### config.mk
export PLATFORM = sky130hd
export DESIGN_NAME = scoreboard_hazard_unit
export DESIGN_NICKNAME = d
export VERILOG_FILES = /design/src/rtl/hazard_pkg.sv /design/src/rtl/hazard_pend_counter.sv /design/src/rtl/scoreboard_hazard_unit.sv
export SDC_FILE = /design/constraint.sdc
export NUM_CORES = 1
export LEC_CHECK = 0
export ABC_AREA = 1
export CORE_ASPECT_RATIO = 1.5
export CORE_MARGIN = 2
export CORE_UTILIZATION = 42
export CTS_BUF_LIST = sky130_fd_sc_hd__clkbuf_4 sky130_fd_sc_hd__clkbuf_8 sky130_fd_sc_hd__clkbuf_16
export CTS_CLUSTER_DIAMETER = 120
export DETAILED_ROUTE_END_ITERATION = 8
export GPL_ROUTABILITY_DRIVEN = 1
export PLACE_DENSITY = 0.74
export SYNTH_ARGS = -nofsm -noshare
export SYNTH_HDL_FRONTEND = slang
export SYNTH_SLANG_ARGS = --single-unit
### constraint.sdc
create_clock -name Clock -period 1.96 [get_ports Clock]
set_input_delay 0.294 -clock Clock [delete_from_list [all_inputs] [get_ports Clock]]
set_output_delay 0.294 -clock Clock [all_outputs]
set_load 0.005 [all_outputs]
### src/rtl/hazard_pkg.sv
// Shared constants for the scoreboard hazard unit.
//   COND_BEZ / COND_BNE : Type_Of_Branch codes that mark an ID-stage branch
//   BRANCH_W            : width of Type_Of_Branch
//   DEFAULT_LAT_W       : default pending-counter width
//   DEFAULT_MAX_LATENCY : default longest result latency in cycles
package hazard_pkg;

    localparam int unsigned BRANCH_W            = 2;
    localparam int unsigned DEFAULT_LAT_W       = 2;
    localparam int unsigned DEFAULT_MAX_LATENCY = 3;

    localparam logic [BRANCH_W-1:0] COND_BEZ = 2'b01;
    localparam logic [BRANCH_W-1:0] COND_BNE = 2'b10;

endpackage : hazard_pkg

### src/rtl/hazard_pend_counter.sv
// One scoreboard entry: countdown of cycles until a register's pending write lands.
//   Clock, Reset (async, active-high)
//   load_i     : accepted issue writes this register; overrides the decrement
//   latency_i  : requested latency (0 -> 1, above MAX_LATENCY -> MAX_LATENCY)
//   pend_o     : current countdown; nonzero means a write is pending
module hazard_pend_counter
    import hazard_pkg::*;
#(
    parameter int unsigned LAT_W       = DEFAULT_LAT_W,
    parameter int unsigned MAX_LATENCY = DEFAULT_MAX_LATENCY
) (
    input  logic             Clock,
    input  logic             Reset,
    input  logic             load_i,
    input  logic [LAT_W-1:0] latency_i,
    output logic [LAT_W-1:0] pend_o
);

    logic [LAT_W-1:0] pend_q;
    logic [LAT_W-1:0] pend_d;
    logic [LAT_W-1:0] eff_latency;

    // Clamp the requested latency into 1..MAX_LATENCY
    always_comb begin
        eff_latency = latency_i;
        if (latency_i == '0) begin
            eff_latency = LAT_W'(1);
        end else if (latency_i > LAT_W'(MAX_LATENCY)) begin
            eff_latency = LAT_W'(MAX_LATENCY);
        end
    end

    // Load wins over decrement; zero holds
    always_comb begin
        pend_d = pend_q;
        if (load_i) begin
            pend_d = eff_latency;
        end else if (pend_q != '0) begin
            pend_d = pend_q - LAT_W'(1);
        end
    end

    always_ff @(posedge Clock or posedge Reset) begin
        if (Reset) begin
            pend_q <= '0;
        end else begin
            pend_q <= pend_d;
        end
    end

    assign pend_o = pend_q;

endmodule : hazard_pend_counter

### src/rtl/scoreboard_hazard_unit.sv
// Register scoreboard with per-register write countdowns and ID-stage hazard detection.
//   Clock, Reset (async, active-high)
//   Source_Register_1/2, Is_Immediate, Store_or_BNE, Type_Of_Branch : ID operands
//   Enabled_Data_Forwarding : forwarding network active
//   Issue_Valid/Write_En/Dest/Latency, Flush : issue interface
//   Hazard_Detected : combinational stall request
//   Busy_Mask       : per-register pending-write flags
//   Stall_Count     : saturating stall-cycle counter, only with HAZARD_STALL_COUNTER_EN
module scoreboard_hazard_unit
    import hazard_pkg::*;
#(
    parameter int unsigned REG_ADDR_LEN = 4,
    parameter int unsigned MAX_LATENCY  = DEFAULT_MAX_LATENCY,
    parameter int unsigned LAT_W        = DEFAULT_LAT_W
) (
    input  logic                      Clock,
    input  logic                      Reset,
    input  logic [REG_ADDR_LEN-1:0]   Source_Register_1,
    input  logic [REG_ADDR_LEN-1:0]   Source_Register_2,
    input  logic                      Is_Immediate,
    input  logic                      Store_or_BNE,
    input  logic [BRANCH_W-1:0]       Type_Of_Branch,
    input  logic                      Enabled_Data_Forwarding,
    input  logic                      Issue_Valid,
    input  logic                      Issue_Write_En,
    input  logic [REG_ADDR_LEN-1:0]   Issue_Dest,
    input  logic [LAT_W-1:0]          Issue_Latency,
    input  logic                      Flush,
    output logic                      Hazard_Detected,
    output logic [2**REG_ADDR_LEN-1:0] Busy_Mask
`ifdef HAZARD_STALL_COUNTER_EN
    ,
    output logic [31:0]               Stall_Count
`endif
);

    localparam int unsigned NUM_REGS = 2**REG_ADDR_LEN;

    logic [NUM_REGS-1:0][LAT_W-1:0] pend_cnt;
    logic                           issue_accept;
    logic                           is_branch;
    logic                           src2_valid;
    logic [LAT_W-1:0]               src1_pend;
    logic [LAT_W-1:0]               src2_pend;
    logic                           src1_conflict;
    logic                           src2_conflict;

    assign issue_accept = Issue_Valid & ~Hazard_Detected & ~Flush;

    // One countdown per architectural register
    for (genvar r = 0; r < NUM_REGS; r++) begin : g_pend
        hazard_pend_counter #(
            .LAT_W       (LAT_W),
            .MAX_LATENCY (MAX_LATENCY)
        ) u_pend (
            .Clock     (Clock),
            .Reset     (Reset),
            .load_i    (issue_accept & Issue_Write_En & (Issue_Dest == REG_ADDR_LEN'(r))),
            .latency_i (Issue_Latency),
            .pend_o    (pend_cnt[r])
        );
        assign Busy_Mask[r] = (pend_cnt[r] != '0);
    end

    // Forwarding covers a result landing next cycle, except for branches
    // which resolve in ID and cannot take a forwarded operand.
    always_comb begin
        is_branch     = (Type_Of_Branch == COND_BEZ) || (Type_Of_Branch == COND_BNE);
        src2_valid    = ~Is_Immediate | Store_or_BNE;
        src1_pend     = pend_cnt[Source_Register_1];
        src2_pend     = pend_cnt[Source_Register_2];
        src1_conflict = 1'b0;
        src2_conflict = 1'b0;
        if (Enabled_Data_Forwarding) begin
            src1_conflict = (src1_pend > LAT_W'(1)) || (is_branch && (src1_pend != '0));
            src2_conflict = src2_valid &&
                            ((src2_pend > LAT_W'(1)) || (is_branch && (src2_pend != '0)));
        end else begin
            src1_conflict = (src1_pend != '0);
            src2_conflict = src2_valid && (src2_pend != '0);
        end
    end

    assign Hazard_Detected = Issue_Valid & ~Flush & (src1_conflict | src2_conflict);

`ifdef HAZARD_STALL_COUNTER_EN
    logic [31:0] stall_count_q;
    logic [31:0] stall_count_d;

    // Saturating count of stalled cycles
    always_comb begin
        stall_count_d = stall_count_q;
        if (Hazard_Detected && (stall_count_q != 32'hFFFF_FFFF)) begin
            stall_count_d = stall_count_q + 32'd1;
        end
    end

    always_ff @(posedge Clock or posedge Reset) begin
        if (Reset) begin
            stall_count_q <= '0;
        end else begin
            stall_count_q <= stall_count_d;
        end
    end

    assign Stall_Count = stall_count_q;
`endif

endmodule : scoreboard_hazard_unit

## After elaboration in Yosys (flattened, before gate mapping)

Cells that the tools add are included.

- Add/subtract/negate cells: 16
- Div/mod/pow operators: 0
- $lt $le $gt $ge: 5
- Multiply operators: 0
- Reduce and logical (&&, ||, !) cells: 43
- Bitwise gates (word level): 26
- Shift-type cells: 0
- Multiplexer cells: 40
- Equal/unequal tests: 17

Operator list:

| kind | number |
|---|---|
| $mux 2 | 36 |
| $reduce_bool 2->1 | 34 |
| $eq 4x4->1 const B | 8 |
| $sub 2x1->2 const B | 16 |
| $and 1x1->1 | 21 |
| $bmux 2 s4 | 2 |
| $eq 4x3->1 const B | 4 |
| $lt 4x5->1 const B | 2 |
| $eq 4x2->1 const B | 2 |
| $eq 4x1->1 const B | 1 |
| $gt 2x1->1 const B | 2 |
| $logic_and 1x1->1 | 4 |
| $logic_not 4->1 | 1 |
| $logic_or 1x1->1 | 3 |
| $not 1->1 | 3 |
| $eq 2x1->1 const B | 1 |
| $eq 2x2->1 const B | 1 |
| $gt 2x2->1 const B | 1 |
| $logic_not 2->1 | 1 |
| $mux 1 | 2 |
| $or 1x1->1 | 2 |

- Memory bits (read-only): 0
- Bits in writable memories: 0
- Word-level logic and storage cells: 163
- Register bits after elaboration: 32
- Output and inout bits: 17
- Bits in latches: 0
- Memories kept: 0

## Logic depth before layout (Yosys ltp)

Gate-level depths: netlist of run 1.

- Word-level depth: 15
- Depth in mapped cells: 15

## Modules after synthesis

A second synthesis of run 1 with hierarchy kept.

- Cells, all modules: 529
- Area, all modules: 3130.5 um^2

By module, submodules not included:

| module | cells each | times used | seq. area each (um^2) | area an instance (um^2) |
|---|---|---|---|---|
| hazard_pend_counter | 18 | 16 | 50.0 | 128.9 |
| scoreboard_hazard_unit | 241 | 1 | 0.0 | 1068.5 |

## Least setup slack after synthesis of run 1

Ideal clock, no wire load.

- Kind: input to output
- From: input port Source_Register_1[1]
- To: output port Hazard_Detected
- Data required time: 1.666 ns
- Data arrival time: 1.492 ns
- Path slack: 0.174 ns
- Path buffers: 2
- Stages on the path: 11
- Path through: buf_4 inv_2 o21ai_0 a21oi_1 nor2_1 nand2_1 nand2_1 nand2_1 nand2_4 buf_2 a211oi_1

- Word-level cells in the longest chain between the ends: 8
- Elaborated cells on any way between the ends: 9
- Classes of those cells: order compare (1); mux (3); bitwise (2); reduce/logical (3)

Ends and longest elaborated chain:

| item | RTL line | source |
|---|---|---|
| start: declaration | scoreboard_hazard_unit.sv:18 | `input logic [REG_ADDR_LEN-1:0] Source_Register_1,` |
| $bmux 2 s4 (*) | scoreboard_hazard_unit.sv:70 | `src1_pend = pend_cnt[Source_Register_1];` |
| $mux 2 (not written as such) (*) | scoreboard_hazard_unit.sv:70 |  |
| branches (longest 3 deep; another with $gt 2x1->1) | -- |  |
| $mux 1 (*) | scoreboard_hazard_unit.sv:74 | `if (Enabled_Data_Forwarding) begin` |
| $or 1x1->1 (*) | scoreboard_hazard_unit.sv:84 | `assign Hazard_Detected = Issue_Valid & ~Flush & (src1_conflict \| src2_conflict);` |
| $and 1x1->1 (*) | scoreboard_hazard_unit.sv:84 |  |
| end: declaration | scoreboard_hazard_unit.sv:29 | `output logic Hazard_Detected,` |

Every way passes the cells marked *. The select of a mux whose other input is x is not followed.

## Worst setup path after layout of run 1

- From: register g_pend[4].u_pend.pend_q[0]
- To: output port Hazard_Detected

- Word-level cells in the longest chain between the ends: 9
- Elaborated cells on any way between the ends: 18
- Classes of those cells: order compare (2); mux (6); bitwise (2); reduce/logical (8)

Ends and longest elaborated chain:

| item | RTL line | source |
|---|---|---|
| start: declaration | hazard_pend_counter.sv:19 | `logic [LAT_W-1:0] pend_q;` |
| start signal: assignment | hazard_pend_counter.sv:47 | `pend_q <= pend_d;` |
| branches (longest 7 deep; another with $gt 2x1->1) | -- |  |
| $or 1x1->1 (*) | scoreboard_hazard_unit.sv:84 |  |
| $and 1x1->1 (*) | scoreboard_hazard_unit.sv:84 |  |

Marked as above.

==> results of run 1 <==
-- final cells by class --
cell class                      instances  area (sq um)
Fill cell                             670          2831
Multi-Input combinational cell        345          1881
Timing Repair Buffer                  113          1054
Sequential cell                        32         800.8
Inverter                              102         390.4
Tap cell                              100         125.1
Clock buffer                            8         97.59
-- power by group through the flow --
stage                     Sequential, mW  Combinational, mW  Clock [mW]
after floorplan                     1.29               2.24           0
after global routing                1.43               4.64       0.600
after detailed placement            1.38               3.81           0
after CTS                           1.36               4.00       0.577
final                               1.39               4.10       0.561
after global placement              1.38               3.67           0
-- logic make-up after synthesis --
group | Yosys count
AOI/OAI and AO/OA | 48
xor gates and xnor gates | 16
adders and majority gates | 16
buffers and inverters | 116
DFF | 32
and+or+nand+nor | 265
-- stage by stage --
step | power (mW) | setup TNS, ns | util | cell area, sq um | worst slack [ns]
3_5_place_dp | 5.190 | -16.21 | 0.5608 | 4026 | -0.7662
2_1_floorplan | 3.530 | 0 | - | 3103 | 0.1745
6_report | 6.050 | -0.02492 | 0.6056 | 4348 | -0.02492
5_1_grt | 6.664 | -0.9003 | 0.6056 | 4348 | -0.1179
3_3_place_gp | 5.050 | -14.59 | 0.5608 | 4026 | -0.7951
4_1_cts | 5.941 | -0.1007 | 0.5901 | 4237 | -0.04971
-- synthesized netlist by cell type (all sizes together) --
cell type,count,share of area
nand3,22,0.047
nand2,184,0.23
nand4,16,0.032
inv,102,0.12
a21oi,11,0.018
nor3b,1,0.0040
clkbuf,2,0.0024
xnor2,16,0.045
nor2,42,0.075
o21ai,29,0.047
o211ai,7,0.025
buf,12,0.031
a211oi,1,0.0024
ha,16,0.065
dfrtp,32,0.26
-- final timing paths --
path                                               endpoint  slack [ns]
max in group asynchronous        g_pend[2].u_pend.pend_o[0]        1.25
worst min-delay path             g_pend[6].u_pend.pend_o[1]        0.40
worst min register to register  g_pend[10].u_pend.pend_o[1]        0.62
min in group Clock              g_pend[10].u_pend.pend_o[1]        0.62
worst max register to register   g_pend[6].u_pend.pend_o[0]        0.07
worst max-delay path                        Hazard_Detected       -0.02
-- cells in the final DEF (no fill, tap or decap), types with 3 or more instances in the layout --
cell type and n:
dfrtp_1 32, a21oi_1 8, nand3_2 3, nor2_4 10
clkbuf_8 6, ha_1 8, nor2_2 6, o21ai_1 7
o21ai_0 22, dlygate4sd2_1 9, nor2_1 26, buf_6 7
dlymetal6s2s_1 9, nand2_1 179, inv_1 84, buf_12 4
nand2_2 4, buf_4 60, nand3_1 17, ha_2 8
inv_2 16, nand4_1 16, xnor2_1 16, o211ai_2 5
a21oi_2 3, clkdlybuf4s50_1 18
-- what timing repair did --
item | in CTS | in global routing
buffers inserted | 7 | 5
resized for setup | 46 | 35
cloned | 1 | 0
setup endpoints to repair | 48 | 44
pin swaps | 8 | 2
-- critical path, stage by stage (launching register included) --
cell,delay [ns]
dfrtp_1,0.42
buf_4,0.14
o211ai_2,0.09
nand2_1,0.07
nand2_1,0.04
nand2_1,0.05
nand2_1,0.06
nand2_2,0.07
nand2_4,0.06
a211oi_2,0.25
buf_2,0.15
-- per-layer routing --
layer  GRT usage  wire length, um  vias to the layer above
met5           0                0                        -
met3     0.02865              287                       17
met4      0.1221              271                        0
li1            -                -                     1716
met2      0.4254             4833                       66
met1      0.2733             3788                     1510
==> impl_metrics.toml, run 1 <==
[cts]
clock_tree.buffer_depth = 2
clk_pin_slew_ns = 0.07
clkSinkCount = 32
holdBufCountCts = 0
clock_latency_ns = 0.29
cts-root-buf = "clkbuf_8"
h-tree-depth = 2
cts_tree = "done"
cts_buffers = 5

[setup_path]
timing.rr.start = "g_pend[4].u_pend.pend_o[0]"
end_kind = "output pin"
worst_setup_path_start_kind = "flop"
reg2regPathDepth = 14
crit_start = "g_pend[4].u_pend.pend_o[0]"
crit_fanout = 3
crit_type = "reg2out"
arrival_ns = 1.69
required_ns = 1.67

[global_routing]
grt_util_all_layers = 0.2390
grt_max_degree = 33
grt-ovfl-total = 0
grt_pass1_wl_um = 14630
grt_pass1_vias = 3265
antenna_found_initial = 0

[floorplanning]
die_w_um = 74.18
die_h_um = 109.3
start_util = 0.4322
core_area_sq_um = 7179
fp-row-count = 38
die_area_sq_um = 8106
pin_count = 41

[routing]
wl_per_cell_um = 13.12
totalWireLength_um = 9181
drtPass1Iterations = 5
vias = 3309
antenna_left = 0
drcViolationCount = 0
drtIter0Drc = 221
detail_route.vias_per_cell = 4.727

[run_status]
status = "complete, but fails checks"
violations = "setup timing"

[synthesis]
synth_xor_area_frac = 0.04516
synth_warnings = 0
synth_simple_gate_area_share = 0.3839
synth-compound-area-share = 0.09194
ys_types = 26
synth-seq-cells = 32
synth_fp_nets = 533
synth_mux_area_frac = 0
synth_top_family_by_area = "simple AND/OR/NAND/NOR gates"
synthesis.area_sq_um = 3103
synthAdderAreaFrac = 0.06452
synth_cells = 493
synth-seq-area-share = 0.2581
syn_area_per_cell_sq_um = 6.294

[power_and_ir_drop]
power_density_nw_per_um2 = 1392
sw_frac_of_total = 0.4225
ir_worst_vdd_mv = 0.7447
p_comb_frac = 0.678
p_leak_nw = 2.257
clockPowerShare = 0.093
intPower_mw = 3.494
p_sw_mw = 2.556
seq_power_share = 0.229

[placement]
port_buffers = 40
dp_cells = 679
gp_congestion = 0.9259
dpl.hpwl_um = 6942

[sta]
relSlewSlack = 0.5599
setup_violations = 1
rsz0062_at_grt = "yes"
post-route-period-util = 1.013
max_freq_ghz = 0.5038
clock_skew_ns = 0.002637
hold_ws_ns = 0.3954
hold_violations = 0
finalMaxSlewViolations = 0
period_minus_slack_ns = 1.985
setup_ws_ns = -0.02492
tightest_slew_ns = 0.6586

[finish]
drive_gt1_frac = 0.2433
largest_reg_flops = 32
final_nets = 639
num_antenna_cells = 0
instances_no_fill = 700
area_growth_pct = 40.12

[min_path]
hold_path_class = "in2async"

[job]
cap_violations = 0
(Power assumes the default switching activity.)
==> run 2: changes to the inputs <==
- RECOVER_POWER: default -> 25
==> impl_metrics.toml, run 2 (same netlist as run 1, synthesis figures left out) <==
[power_and_ir_drop]
p_leak_nw = 2.257
power_density_nw_per_um2 = 1392
p_sw_mw = 2.556
seq_power_share = 0.229
sw_frac_of_total = 0.4225
clockPowerShare = 0.093
p_comb_frac = 0.678
intPower_mw = 3.493
ir_worst_vdd_mv = 0.7450
total_power_mw = 6.048

[finish]
design_area_sq_um = 4345
fillers = 671
largest_reg_flops = 32
drive_gt1_frac = 0.2433
num_antenna_cells = 0
final_nets = 639
final_common_cell = "nand2_1"
final_core_util = 0.6053
area_growth_pct = 40.04
final_cell_mix = "179 x nand2_1, 84 x inv_1, 59 x buf_4, 32 x dfrtp_1, 26 x nor2_1"

[sta]
period_minus_slack_ns = 1.984
rsz0062_at_grt = "yes"
finalMaxSlewViolations = 0
setup_violations = 1
hold_violations = 0
post-route-period-util = 1.012
tightest_slew_ns = 0.8522
max_freq_ghz = 0.5040
setup_ws_ns = -0.02415
clock_skew_ns = 0.002803
relSlewSlack = 0.4319
hold_ws_ns = 0.6230

[cts]
holdBufCountCts = 0
cts_buffers = 5
clock_latency_ns = 0.29
cts_tree = "done"
clk_pin_slew_ns = 0.06
clkSinkCount = 32
clock_tree.buffer_depth = 2
cts-root-buf = "clkbuf_8"
h-tree-depth = 2

[setup_path]
worst_setup_path_start_kind = "flop"
crit_type = "reg2out"
reg2regPathDepth = 14
end_kind = "output pin"
cp.buffers_inverters = 2
critical-path-top-delay-family = "flip-flops"
arrival_ns = 1.69
slowest_delay_ns = 0.42
regToRegSetupSlack_ns = 0.06
r2r-end = "g_pend[6].u_pend.pend_o[0]"
crit_fanout = 3
cp_common_cell = "nand2_1"
critPathSlowestCell = "dfrtp_1"
timing.rr.start = "g_pend[4].u_pend.pend_o[0]"
required_ns = 1.67
crit_chain = "buf_4 -> o211ai_2 -> nand2_1 -> nand2_1 -> nand2_1 -> nand2_1 -> nand2_2 -> nand2_4 -> a211oi_2 -> buf_2"

[placement]
gp_congestion = 0.9259
port_buffers = 40
dpl_worst_slack_ns = -0.7662
dpl.hpwl_um = 6942
post_dp_cell_area_sq_um = 4026

[routing]
wl_per_cell_um = 13.11
vias = 3315
drtPass1Iterations = 5
detail_route.vias_per_cell = 4.736
drcViolationCount = 0
drtIter0Drc = 221
antenna_left = 0
totalWireLength_um = 9174

[floorplanning]
fp-row-count = 38
core_area_sq_um = 7179
start_util = 0.4322
die_w_um = 74.18
pin_count = 41
die_area_sq_um = 8106
die_h_um = 109.3

[global_routing]
grtUsageMet1 = 0.2733
grt_max_degree = 33
grt_util_all_layers = 0.2390
grt_pass1_wl_um = 14630
grt_pass1_vias = 3265
top_usage_layer = "met2"
grt-ovfl-total = 0
grt_use_met2 = 0.4254
grtUsageMet3 = 0.02865
antenna_found_initial = 0

[min_path]
min_path_cells = 4
min-delay-start = "g_pend[10].u_pend.pend_o[1]"
hold-path-endpoint = "g_pend[10].u_pend.pend_o[1]"
hold_path_class = "reg2reg"

[run_status]
violations = "setup timing"
status = "complete, but fails checks"

[job]
cap_violations = 0
-- run 2: changes by cell type in the layout (fill, tap and decap cells not counted) --
cell / delta
clkdlybuf4s50_1: -1
dlygate4sd3_1: +1
clkbuf_2: +1
buf_4: -1
-- run 2: final cells by class --
type / instances / area (sq um) / share of cell area
clock buffers: 8 / 97.59 / 0.02246
repair buffers: 113 / 1051 / 0.2419
multi-input cells: 345 / 1881 / 0.4328
flip-flops and latches: 32 / 800.8 / 0.1843
well taps: 100 / 125.1 / 0.02879
inverters: 102 / 390.4 / 0.08984
-- run 2: worst register-to-register path, cell delays in order (launching register included) --
cell and delay (ns):
dfrtp_1 0.43, buf_4 0.16, o211ai_2 0.16, nand2_1 0.07
nand2_1 0.05, nand2_1 0.04, nand2_1 0.07, nand2_2 0.06
nand2_4 0.08, buf_8 0.17, nand3_4 0.10, buf_12 0.17
nor2_2 0.12, nand2_1 0.07, nand2_1 0.08
-- run 2: stage by stage --
step	TNS, ns	std cells
after global placement	-14.59	679
after detailed placement	-16.21	679
final	-0.02415	700
after global routing	-0.9003	700
after floorplan	0	493
after CTS	-0.1007	695
-- run 2: how the worst max path moves through the flow --
stage | start | to | slack (ns) | depth (start not counted)
floorplan | Source_Register_1[1] | Hazard_Detected | 0.17 | 11
global placement | Source_Register_1[0] | Hazard_Detected | -0.80 | 13
detailed placement | Source_Register_2[0] | Hazard_Detected | -0.77 | 11
CTS | g_pend[3].u_pend.pend_o[0] | Busy_Mask[3] | -0.05 | 5
global route | g_pend[11].u_pend.pend_o[0] | Hazard_Detected | -0.12 | 11
finish | g_pend[4].u_pend.pend_o[0] | Hazard_Detected | -0.02 | 10
-- run 2: what timing repair did --
item / in CTS / in global routing
gates resized for setup: 46 / 35
cloned: 1 / 0
setup endpoints to repair: 48 / 44
pin swaps: 8 / 2
setup buffers: 7 / 5
-- run 2: power by group through the flow --
stage / Sequential, mW / Clock [mW] / Combinational [mW]
3_3_place_gp: 1.38 / 0 / 3.67
5_1_grt: 1.43 / 0.600 / 4.64
4_1_cts: 1.36 / 0.577 / 4.00
3_5_place_dp: 1.38 / 0 / 3.81
6_report: 1.39 / 0.560 / 4.10
2_1_floorplan: 1.29 / 0 / 2.24
-- run 2: routing by layer --
metal  vias to the layer above  wire (um)  part of all wire
met5                         -          0                 0
met4                         0        271             0.030
met3                        17        315             0.034
met2                        74       4832              0.53
met1                      1507       3755              0.41
li1                       1717          -                 -
